File: config.mk
export PLATFORM = sky130hd
export DESIGN_NAME = mp3_ctrl_panel
export DESIGN_NICKNAME = d
export VERILOG_FILES = /design/src/rtl/mp3_ctrl_panel.sv
export SDC_FILE = /design/constraint.sdc
export NUM_CORES = 1
export LEC_CHECK = 0
export ABC_CLOCK_PERIOD_IN_PS = 2220
export BUFFER_PORTS_ARGS = -buffer_cell sky130_fd_sc_hd__buf_2
export CAP_MARGIN = 20
export CORE_AREA = 2 2 134 136
export DETAILED_ROUTE_END_ITERATION = 6
export DIE_AREA = 0 0 136 138
export GPL_TIMING_DRIVEN = 1
export PLACE_DENSITY = 0.69
export SETUP_SLACK_MARGIN = 0.05
export SYNTH_ARGS = -nofsm -noshare
export SYNTH_HDL_FRONTEND = slang
export SYNTH_SLANG_ARGS = --single-unit
File: constraint.sdc
create_clock -name clk -period 2.22 [get_ports clk]
set_input_delay 0.222 -clock clk [delete_from_list [all_inputs] [get_ports clk]]
set_output_delay 0.222 -clock clk [all_outputs]
set_load 0.05 [all_outputs]
File: src/rtl/mp3_ctrl_panel.sv
// MP3 player control panel: button/switch conditioning and song, pause, volume and tone-preset registers.
// Latency: raw input edge to output change is 2 (sync) + DEBOUNCE_CYCLES + 1 clk cycles.
// Backpressure: none; presses are one-cycle events applied in the cycle they occur.
//
// Ports:
//   clk, rst_n                 system clock, asynchronous active-low reset
//   btn_next/prev/vol_up/
//   btn_vol_down/btn_pause     raw asynchronous active-high buttons
//   sw_effect[1:0]             raw asynchronous tone-preset switches
//   i_finish_song              playback core level, high once the current song has ended
//   o_song_select[2:0]         song index to the playback core
//   o_pause                    pause request to the playback core
//   o_vol[15:0]                volume register value {level, level}, 8'h00 loudest, 8'hFE silent
//   o_effect[15:0]             bass/treble register value
module mp3_ctrl_panel #(
  parameter int unsigned DEBOUNCE_CYCLES = 1000000,
  parameter int unsigned SONG_NUM        = 4,
  parameter logic [7:0]  VOL_STEP        = 8'h10,
  parameter logic [7:0]  VOL_INIT        = 8'h20
) (
  input  logic        clk,
  input  logic        rst_n,
  input  logic        btn_next,
  input  logic        btn_prev,
  input  logic        btn_vol_up,
  input  logic        btn_vol_down,
  input  logic        btn_pause,
  input  logic [1:0]  sw_effect,
  input  logic        i_finish_song,
  output logic [2:0]  o_song_select,
  output logic        o_pause,
  output logic [15:0] o_vol,
  output logic [15:0] o_effect
);

  // Conditioned input bit positions: five buttons, then the two switch bits.
  localparam int NIN    = 7;
  localparam int NBTN   = 5;
  localparam int B_NEXT = 0;
  localparam int B_PREV = 1;
  localparam int B_VUP  = 2;
  localparam int B_VDN  = 3;
  localparam int B_PAUS = 4;

  // Counter only needs to reach DEBOUNCE_CYCLES-1; keep at least one bit.
  localparam int CW = (DEBOUNCE_CYCLES > 1) ? $clog2(DEBOUNCE_CYCLES) : 1;
  localparam logic [CW-1:0] CNT_LAST  = CW'(DEBOUNCE_CYCLES - 1);
  localparam logic [2:0]    SONG_LAST = 3'(SONG_NUM - 1);

  logic [NIN-1:0]  raw;
  logic [NIN-1:0]  sync1_q, sync2_q;
  logic [NIN-1:0]  stable_q, stable_d;
  logic [NBTN-1:0] stable_prev_q;
  logic [CW-1:0]   cnt_q [NIN];
  logic [CW-1:0]   cnt_d [NIN];

  logic            fin_q, fin_arm_q;
  logic [2:0]      song_q, song_d;
  logic            pause_q, pause_d;
  logic [7:0]      level_q, level_d;
  logic [15:0]     effect_q, effect_d;

  logic [NBTN-1:0] press;
  logic            fin_edge;
  logic            song_inc, song_dec, song_chg;
  logic [8:0]      level_sum;

  assign raw = {sw_effect, btn_pause, btn_vol_down, btn_vol_up, btn_prev, btn_next};

  // Two-flop synchronizers for every raw input.
  always_ff @(posedge clk or negedge rst_n) begin
    if (!rst_n) begin
      sync1_q <= '0;
      sync2_q <= '0;
    end else begin
      sync1_q <= raw;
      sync2_q <= sync1_q;
    end
  end

  // Debouncers: count consecutive cycles of disagreement; any agreement
  // restarts the count, so bounces shorter than the window are discarded.
  always_comb begin
    stable_d = stable_q;
    for (int i = 0; i < NIN; i++) begin
      cnt_d[i] = '0;
      if (sync2_q[i] != stable_q[i]) begin
        if (cnt_q[i] == CNT_LAST) begin
          stable_d[i] = sync2_q[i];
        end else begin
          cnt_d[i] = cnt_q[i] + CW'(1);
        end
      end
    end
  end

  always_ff @(posedge clk or negedge rst_n) begin
    if (!rst_n) begin
      for (int i = 0; i < NIN; i++) begin
        cnt_q[i] <= '0;
      end
      stable_q      <= '0;
      stable_prev_q <= '0;
    end else begin
      for (int i = 0; i < NIN; i++) begin
        cnt_q[i] <= cnt_d[i];
      end
      stable_q      <= stable_d;
      stable_prev_q <= stable_q[NBTN-1:0];
    end
  end

  // Press is the registered rising edge of the stable level: exactly one cycle.
  assign press = stable_q[NBTN-1:0] & ~stable_prev_q;

  // Finish edge detect. The arm flag keeps a level that is already high when
  // reset is released from being mistaken for a new song end.
  always_ff @(posedge clk or negedge rst_n) begin
    if (!rst_n) begin
      fin_q     <= 1'b0;
      fin_arm_q <= 1'b0;
    end else begin
      fin_q     <= i_finish_song;
      fin_arm_q <= 1'b1;
    end
  end

  assign fin_edge = i_finish_song & ~fin_q & fin_arm_q;

  // Song select and pause. Simultaneous next+prev cancel; any button
  // activity on next/prev masks a coincident finish edge.
  always_comb begin
    song_inc = 1'b0;
    song_dec = 1'b0;
    if (press[B_NEXT] && !press[B_PREV]) begin
      song_inc = 1'b1;
    end else if (press[B_PREV] && !press[B_NEXT]) begin
      song_dec = 1'b1;
    end else if (!press[B_NEXT] && !press[B_PREV] && fin_edge) begin
      song_inc = 1'b1;
    end
    song_chg = song_inc | song_dec;

    song_d = song_q;
    if (song_inc) begin
      song_d = (song_q >= SONG_LAST) ? 3'd0 : song_q + 3'd1;
    end else if (song_dec) begin
      song_d = (song_q == 3'd0) ? SONG_LAST : song_q - 3'd1;
    end

    // A song change always resumes playback, overriding a pause press.
    pause_d = pause_q;
    if (song_chg) begin
      pause_d = 1'b0;
    end else if (press[B_PAUS]) begin
      pause_d = ~pause_q;
    end
  end

  // Volume attenuation: up lowers attenuation toward 8'h00, down raises it
  // toward 8'hFE. The 9-bit sum catches overflow before clamping.
  always_comb begin
    level_sum = {1'b0, level_q} + {1'b0, VOL_STEP};
    level_d   = level_q;
    if (press[B_VUP] && !press[B_VDN]) begin
      level_d = (level_q < VOL_STEP) ? 8'h00 : level_q - VOL_STEP;
    end else if (press[B_VDN] && !press[B_VUP]) begin
      level_d = (level_sum > 9'h0FE) ? 8'hFE : level_sum[7:0];
    end
  end

  // Tone preset driven only from the debounced switch levels.
  always_comb begin
    effect_d = 16'h0000;
    case (stable_q[NIN-1:NBTN])
      2'b00:   effect_d = 16'h0000;
      2'b01:   effect_d = 16'h00F6;
      2'b10:   effect_d = 16'h7A00;
      default: effect_d = 16'h7AF6;
    endcase
  end

  always_ff @(posedge clk or negedge rst_n) begin
    if (!rst_n) begin
      song_q   <= 3'd0;
      pause_q  <= 1'b0;
      level_q  <= VOL_INIT;
      effect_q <= 16'h0000;
    end else begin
      song_q   <= song_d;
      pause_q  <= pause_d;
      level_q  <= level_d;
      effect_q <= effect_d;
    end
  end

  assign o_song_select = song_q;
  assign o_pause       = pause_q;
  assign o_vol         = {level_q, level_q};
  assign o_effect      = effect_q;

endmodule

==> metrics, run 1 <==
RSZ-0062 raised after global routing=true; data required time of the worst path=2.57 ns; final core utilization=57.2%; hold crit path type=in -> async; vias in the first global route=6,236; total die area=about 0.019 mm2; Clock Latency Late Sink=0.43 ns; achievable frequency=0.480 GHz; Post-Syn Area=0.00885 mm2; Sw Ratio=around a quarter; DR vias=6,464; Synth warnings=0; Area Growth Syn to Fin=13.3%; R2R Path Start=cnt_q[0]; RD Place Congestion=between 0.8 and 0.9; # IOs=46; Setup Skew=0.00760 ns; first-pass GRT wire length=about 29,000 um; drt total wl=roughly 16,000 um; peak supply drop=526 uV; Filler Cell Count=between 1,500 and 2,000; row cnt=49; worst slew pin tran=approximately 0.64 ns; Initial Util=approximately half; nets@finish=964; Worst Setup End Kind=register; CTS tree=built; CP Launch Type=register; Final TNS setup=0 ns; mean post-synth cell area=9.97 um2; DRC errors left=0; static leakage=approximately 4.2 nW; gr usage total=18.6%; Slew headroom=56.8%; Max Fanout on Critical Path=7; CTS clock-pin slew for the worst setup and hold paths=about 0.06 ns; Final ANT Viol Nets=0; CTS root buf=clkbuf_16; DR iter-0 viols=354; CTS Buf Count=17; CTS sink count=between 150 and 200; final worst path period need=2.08 ns; CP Data Arrival Time=about 2.4 ns; Synth cell types=54; IO Port Bufs=38; main flop type after synthesis=dfrtp_1; die width=136 um; R2R Setup Slk=approximately 0.14 ns; DP HPWL=11,000 um; final setup violation count=0; Max-Cap Viols=0; status=finished, final reports clean; sequential fraction of the synthesis area=50.6%; Avg WL per Cell=13.7 um; Slew Limit Fails=0; initial antenna violation count=0; clock buffer depth=2; final hold violation count=0; total grt overflow=0; synthesized instance count=888; H-tree depth=4; DIE HEIGHT=138 um; first-pass iteration count of the detailed router=4; Crit Reg-Reg Endpoint=cnt_q[18]; Via density=5.47; Antenna Cells=0; Async SR Flop Fraction=100%; final period utilization=between 90 and 100%; pin count of the biggest net entering global routing=63; Core ar.=0.0175 mm2; PD cells=699 mW/mm2; R2R depth=5; EDFF count, synth=0; clock power share=around 44%; share of layout cells above drive strength 1=12.5%; sw power=1.64 mW; logic gate share of total power=7.0%; Internal Power=5.37 mW; Synth Register Bits=~180; Reg power frac=48.6%; Crit Path Category=reg -> reg
-- area by class of cell --
class | instances | area (um2) | share of cell area, %
timing repair buffer | 72 | 514 | 5.13
clock buffer | 19 | 433 | 4.32
multi-input combinational | 637 | 4010 | 40.0
clock inverter | 13 | 184 | 1.83
sequential | 179 | 4480 | 44.7
inverter | 32 | 120 | 1.20
tap | 229 | 287 | 2.86
-- layer usage --
layer / track usage [%] / part of all wire (%)
met3: 4.84 / 3.4
met2: 28.7 / 47
met4: 6.63 / 2.0
met1: 25.4 / 48
met5: 0 / 0
-- power groups by stage --
stage	Clock, mW	Sequential [mW]	Combinational (mW)
CTS	3.21	3.41	0.502
detailed placement	0	3.47	0.486
global route	3.36	3.42	0.558
finish	3.11	3.41	0.492
floorplan	0	3.54	0.248
global placement	0	3.47	0.480
-- cells in the final DEF (no fill, tap or decap), drive strengths merged, types with 17 or more instances in the layout --
| master | instances |
|---|---|
| nand4 | 35 |
| nand3 | 49 |
| inv | 33 |
| dfrtp | 178 |
| nor4 | 26 |
| o21ai | 26 |
| and3 | 17 |
| nor3 | 24 |
| xnor2 | 68 |
| clkbuf | 20 |
| nor2 | 122 |
| xor2 | 35 |
| buf | 62 |
| nand2 | 45 |
| or3 | 21 |
| a21oi | 35 |
-- cells by family (layout without fill, tap and decap cells) --
family	Yosys count	in the layout	share of synthesized area, %
other cells	2	8	0.0849
buf+inv	78	136	4.54
mux	9	9	1.13
simple gates	410	410	25.0
flops	179	179	50.6
xor+xnor	103	103	10.2
compound gates	92	92	6.35
fa+ha+maj	15	15	2.12
-- state kept, by name (all words and copies together) (netlist names) --
signal         flops
cnt_q            140
fin_arm_q          1
fin_q              1
level_q            5
o_effect           2
o_pause            1
o_song_select      3
stable_prev_q      5
stable_q           7
sync1_q            7
sync2_q            7
-- worst max-delay path by stage --
stage	depth (start not counted)	to	slack (ns)	start
after floorplan	6	level_q[6]	0.09	level_q[4]
after global placement	5	cnt_q[18]	0.16	cnt_q[0]
after CTS	5	cnt_q[18]	0.08	cnt_q[0]
after global routing	5	cnt_q[18]	0.04	cnt_q[0]
after detailed placement	5	cnt_q[18]	0.09	cnt_q[0]
final	5	cnt_q[18]	0.14	cnt_q[0]
-- synth_stat cells (2+ instances only) --
master | number | area share [%]
o211ai_1 | 3 | 0.25
nand4_1 | 34 | 2.4
nor2_1 | 122 | 5.2
mux2_2 | 8 | 1.0
a21o_1 | 2 | 0.17
nor3b_1 | 2 | 0.17
and2_1 | 4 | 0.28
nand2_1 | 45 | 1.9
nor4_1 | 26 | 1.8
a211oi_1 | 3 | 0.25
xnor2_1 | 68 | 6.7
conb_1 | 2 | 0.085
a31oi_1 | 2 | 0.14
a21oi_1 | 35 | 2.0
nand2b_1 | 3 | 0.21
o21ai_0 | 25 | 1.4
and3_1 | 17 | 1.2
buf_4 | 25 | 2.1
nand4b_1 | 11 | 1.1
nor3_1 | 24 | 1.4
and4_1 | 7 | 0.69
xor2_1 | 35 | 3.5
or4_1 | 15 | 1.3
o31ai_2 | 2 | 0.28
nand3_1 | 49 | 2.8
o31ai_1 | 14 | 1.2
nor4b_1 | 11 | 1.1
buf_2 | 5 | 0.28
or4b_1 | 4 | 0.45
or3_1 | 19 | 1.3
or3_2 | 2 | 0.17
clkbuf_1 | 14 | 0.59
nor2b_1 | 6 | 0.42
ha_1 | 15 | 2.1
dfrtp_1 | 178 | 50
inv_1 | 32 | 1.4
or4b_2 | 2 | 0.23
-- through the flow --
| step | cell area [um2] | power, mW | instances | hold WS, ns | worst slack (ns) |
|---|---|---|---|---|---|
| after floorplan | 8870 | 3.79 | 894 | -0.0736 | 0.0917 |
| after global placement | 9310 | 3.95 | 1139 | 0.244 | 0.161 |
| after detailed placement | 9310 | 3.96 | 1139 | 0.248 | 0.0922 |
| after CTS | 10000 | 7.12 | 1180 | 0.351 | 0.0819 |
| after global routing | 10000 | 7.34 | 1181 | 0.354 | 0.0410 |
| final | 10000 | 7.01 | 1181 | 0.335 | 0.139 |
-- timing repair --
item | in CTS | in global routing
buffers inserted | 0 | 1
hold buffers | 9 | 0
hold endpoints to repair | 67 | 0
resized for setup | 0 | 3
setup endpoints to repair | 0 | 7
-- worst max-delay path, cell delays in order, from the launching register on --
cell,delay (ns)
dfrtp_1,0.39
ha_1,0.23
nand4_1,0.13
or4_4,0.60
or4_1,0.49
a21oi_1,0.16
Power figures use the tool's default switching activity.
==> run 2: changes to the inputs <==
Settings changed: ABC_CLOCK_PERIOD_IN_PS 2220 to 1750, PLACE_DENSITY 0.69 to 0.71.
Clock period 2.22 ns to 1.75 ns, I/O delays scaled along.
==> metrics, run 2 (synthesized netlist as in run 1, its figures left out) <==
final core utilization=65.5% (+8.3 points); Via density=5.42 (-0.95%); Slew Limit Fails=0 (unchanged); final setup violation count=26 (+26); DR iter-0 viols=455 (+29%); R2R Path Start=cnt_q[68]; achievable frequency=0.502 GHz (+4.4%); clock buffer depth=2 (unchanged); vias in the first global route=6,780 (+8.7%); nets@finish=1,071 (+11%); H-tree depth=4 (unchanged); drt total wl=18,500 um (+14%); total grt overflow=0 (unchanged); CTS sink count=179 (unchanged); static leakage=4.80 nW (+15%); Worst Setup End Kind=register; failing checks=setup timing; Core ar.=0.0175 mm2 (unchanged); Reg area=0.00449 mm2 (+0.28%); CTS clock-pin slew for the worst setup and hold paths=0.07 ns (about the same); PD cells=796 mW/mm2 (+14%); Clock Latency Late Sink=0.43 ns (about the same); Setup Skew=0.00717 ns (-0.000426 ns); Place WS=-0.289 ns (-0.381 ns); post-route setup slack=-0.244 ns (-0.382 ns); CP Data Arrival Time=2.31 ns (-0.12 ns); register with the most flip-flops=cnt_q; Initial Util=50.5% (unchanged); R2R Setup Slk=-0.24 ns (-0.38 ns); DIE HEIGHT=138 um (unchanged); commonest non-fill, non-tap cell in the layout=dfrtp_1; Antenna Cells=0 (unchanged); DRC errors left=0 (unchanged); CTS root buf=clkbuf_16; CP Launch Type=register; Final TNS setup=-4.39 ns (-4.39 ns); Area Growth Syn to Fin=29.8%; CTS tree=built; Final ANT Viol Nets=0 (unchanged); DR vias=6,983 (+8.0%); final period utilization=114% (+20 points); initial antenna violation count=0 (unchanged); data required time of the worst path=2.07 ns (-0.50 ns); Max Fanout on Critical Path=2 (-5); Filler Cell Count=1,357 (-13%); Crit Reg-Reg Endpoint=stable_q[3]; gr usage total=19.6% (+1.0 points); RD Place Congestion=0.798 (-2.8%); pin count of the biggest net entering global routing=49 (-22%); RSZ-0062 raised after global routing=true; CTS Buf Count=17 (unchanged); row cnt=49 (unchanged); die width=136 um (unchanged); total die area=0.0188 mm2 (unchanged); Avg WL per Cell=14.3 um (+5.0%); IO Port Bufs=38 (unchanged); multi-input logic area=0.00457 mm2 (+14%); Crit Path Category=reg -> reg; # IOs=46 (unchanged); most frequent cells in the layout=171 x dfrtp_1, 113 x buf_4, 94 x nor2_1; max reg flops=140 (unchanged); hold crit path type=in -> async; Max-Cap Viols=0 (unchanged); final hold violation count=0 (unchanged); final worst path period need=1.99 ns (-0.0877 ns); first-pass GRT wire length=30,300 um (+6.0%); DP HPWL=11,900 um (+7.7%); share of layout cells above drive strength 1=31.3% (+19 points); first-pass iteration count of the detailed router=4 (unchanged); R2R depth=4 (-1); peak supply drop=753 uV (+43%); status=finished, violations left
==> run 2: cell count changes in the layout (fill, tap and decap cells not counted), sizes merged <==
cell / before / now
clkinvlp: 3 / 4
inv: 33 / 32
buf: 62 / 169
==> run 2: report_power, final <==
part | internal (mW) | switching, mW
sequential | 4.23 | 0.0980
clock | 2.46 | 1.59
combinational | 0.289 | 0.484
==> run 2: metal layers <==
| layer | vias up | wire (um) | GRT usage [%] |
|---|---|---|---|
| li1 | 3435 | - | - |
| met1 | 3397 | 8350 | 25.9 |
| met2 | 118 | 9270 | 31.9 |
| met3 | 33 | 536 | 4.11 |
| met4 | 0 | 312 | 7.02 |
| met5 | - | 0 | 0 |
==> run 2: layout make-up <==
class                   instances  area share [%]
clock buffers                  19            3.94
repair buffers                179            12.0
multi-input cells             637            39.8
inverters                      32            1.07
flip-flops and latches        179            39.1
clock inverters                13            1.59
well taps                     229            2.49
==> run 2: through the flow <==
stage	power, mW	hold slack (ns)	area (um2)	cells
floorplan	4.81	-0.121	8990	894
global placement	5.07	0.154	10100	1228
detailed placement	5.09	0.157	10100	1228
CTS	9.19	0.261	11000	1274
global route	9.53	0.284	11500	1288
finish	9.15	0.252	11500	1288
==> run 2: worst max path at each step <==
| stage | from | end | slack (ns) |
|---|---|---|---|
| floorplan | cnt_q[68] | cnt_q[71] | -0.24 |
| global placement | cnt_q[71] | stable_q[3] | -0.28 |
| detailed placement | cnt_q[71] | stable_q[3] | -0.29 |
| CTS | cnt_q[68] | stable_q[3] | -0.25 |
| global route | cnt_q[68] | cnt_q[66] | -0.30 |
| finish | cnt_q[68] | stable_q[3] | -0.24 |
==> run 2: timing repair <==
item | 4_1_cts | 5_1_grt
pin swaps | 16 | 53
buffers inserted | 4 | 13
endpoints found under the setup margin | 65 | 120
hold buffers | 9 | 0
cloned | 1 | 1
gates resized for setup | 30 | 103
endpoints found under the hold margin | 51 | 0
==> run 2: worst max-delay path, stage by stage, from the launching register on <==
cell and delay, ns:
dfrtp_1 0.37, or4b_1 0.54, or4_4 0.56, nor2_2 0.12
mux2_4 0.30
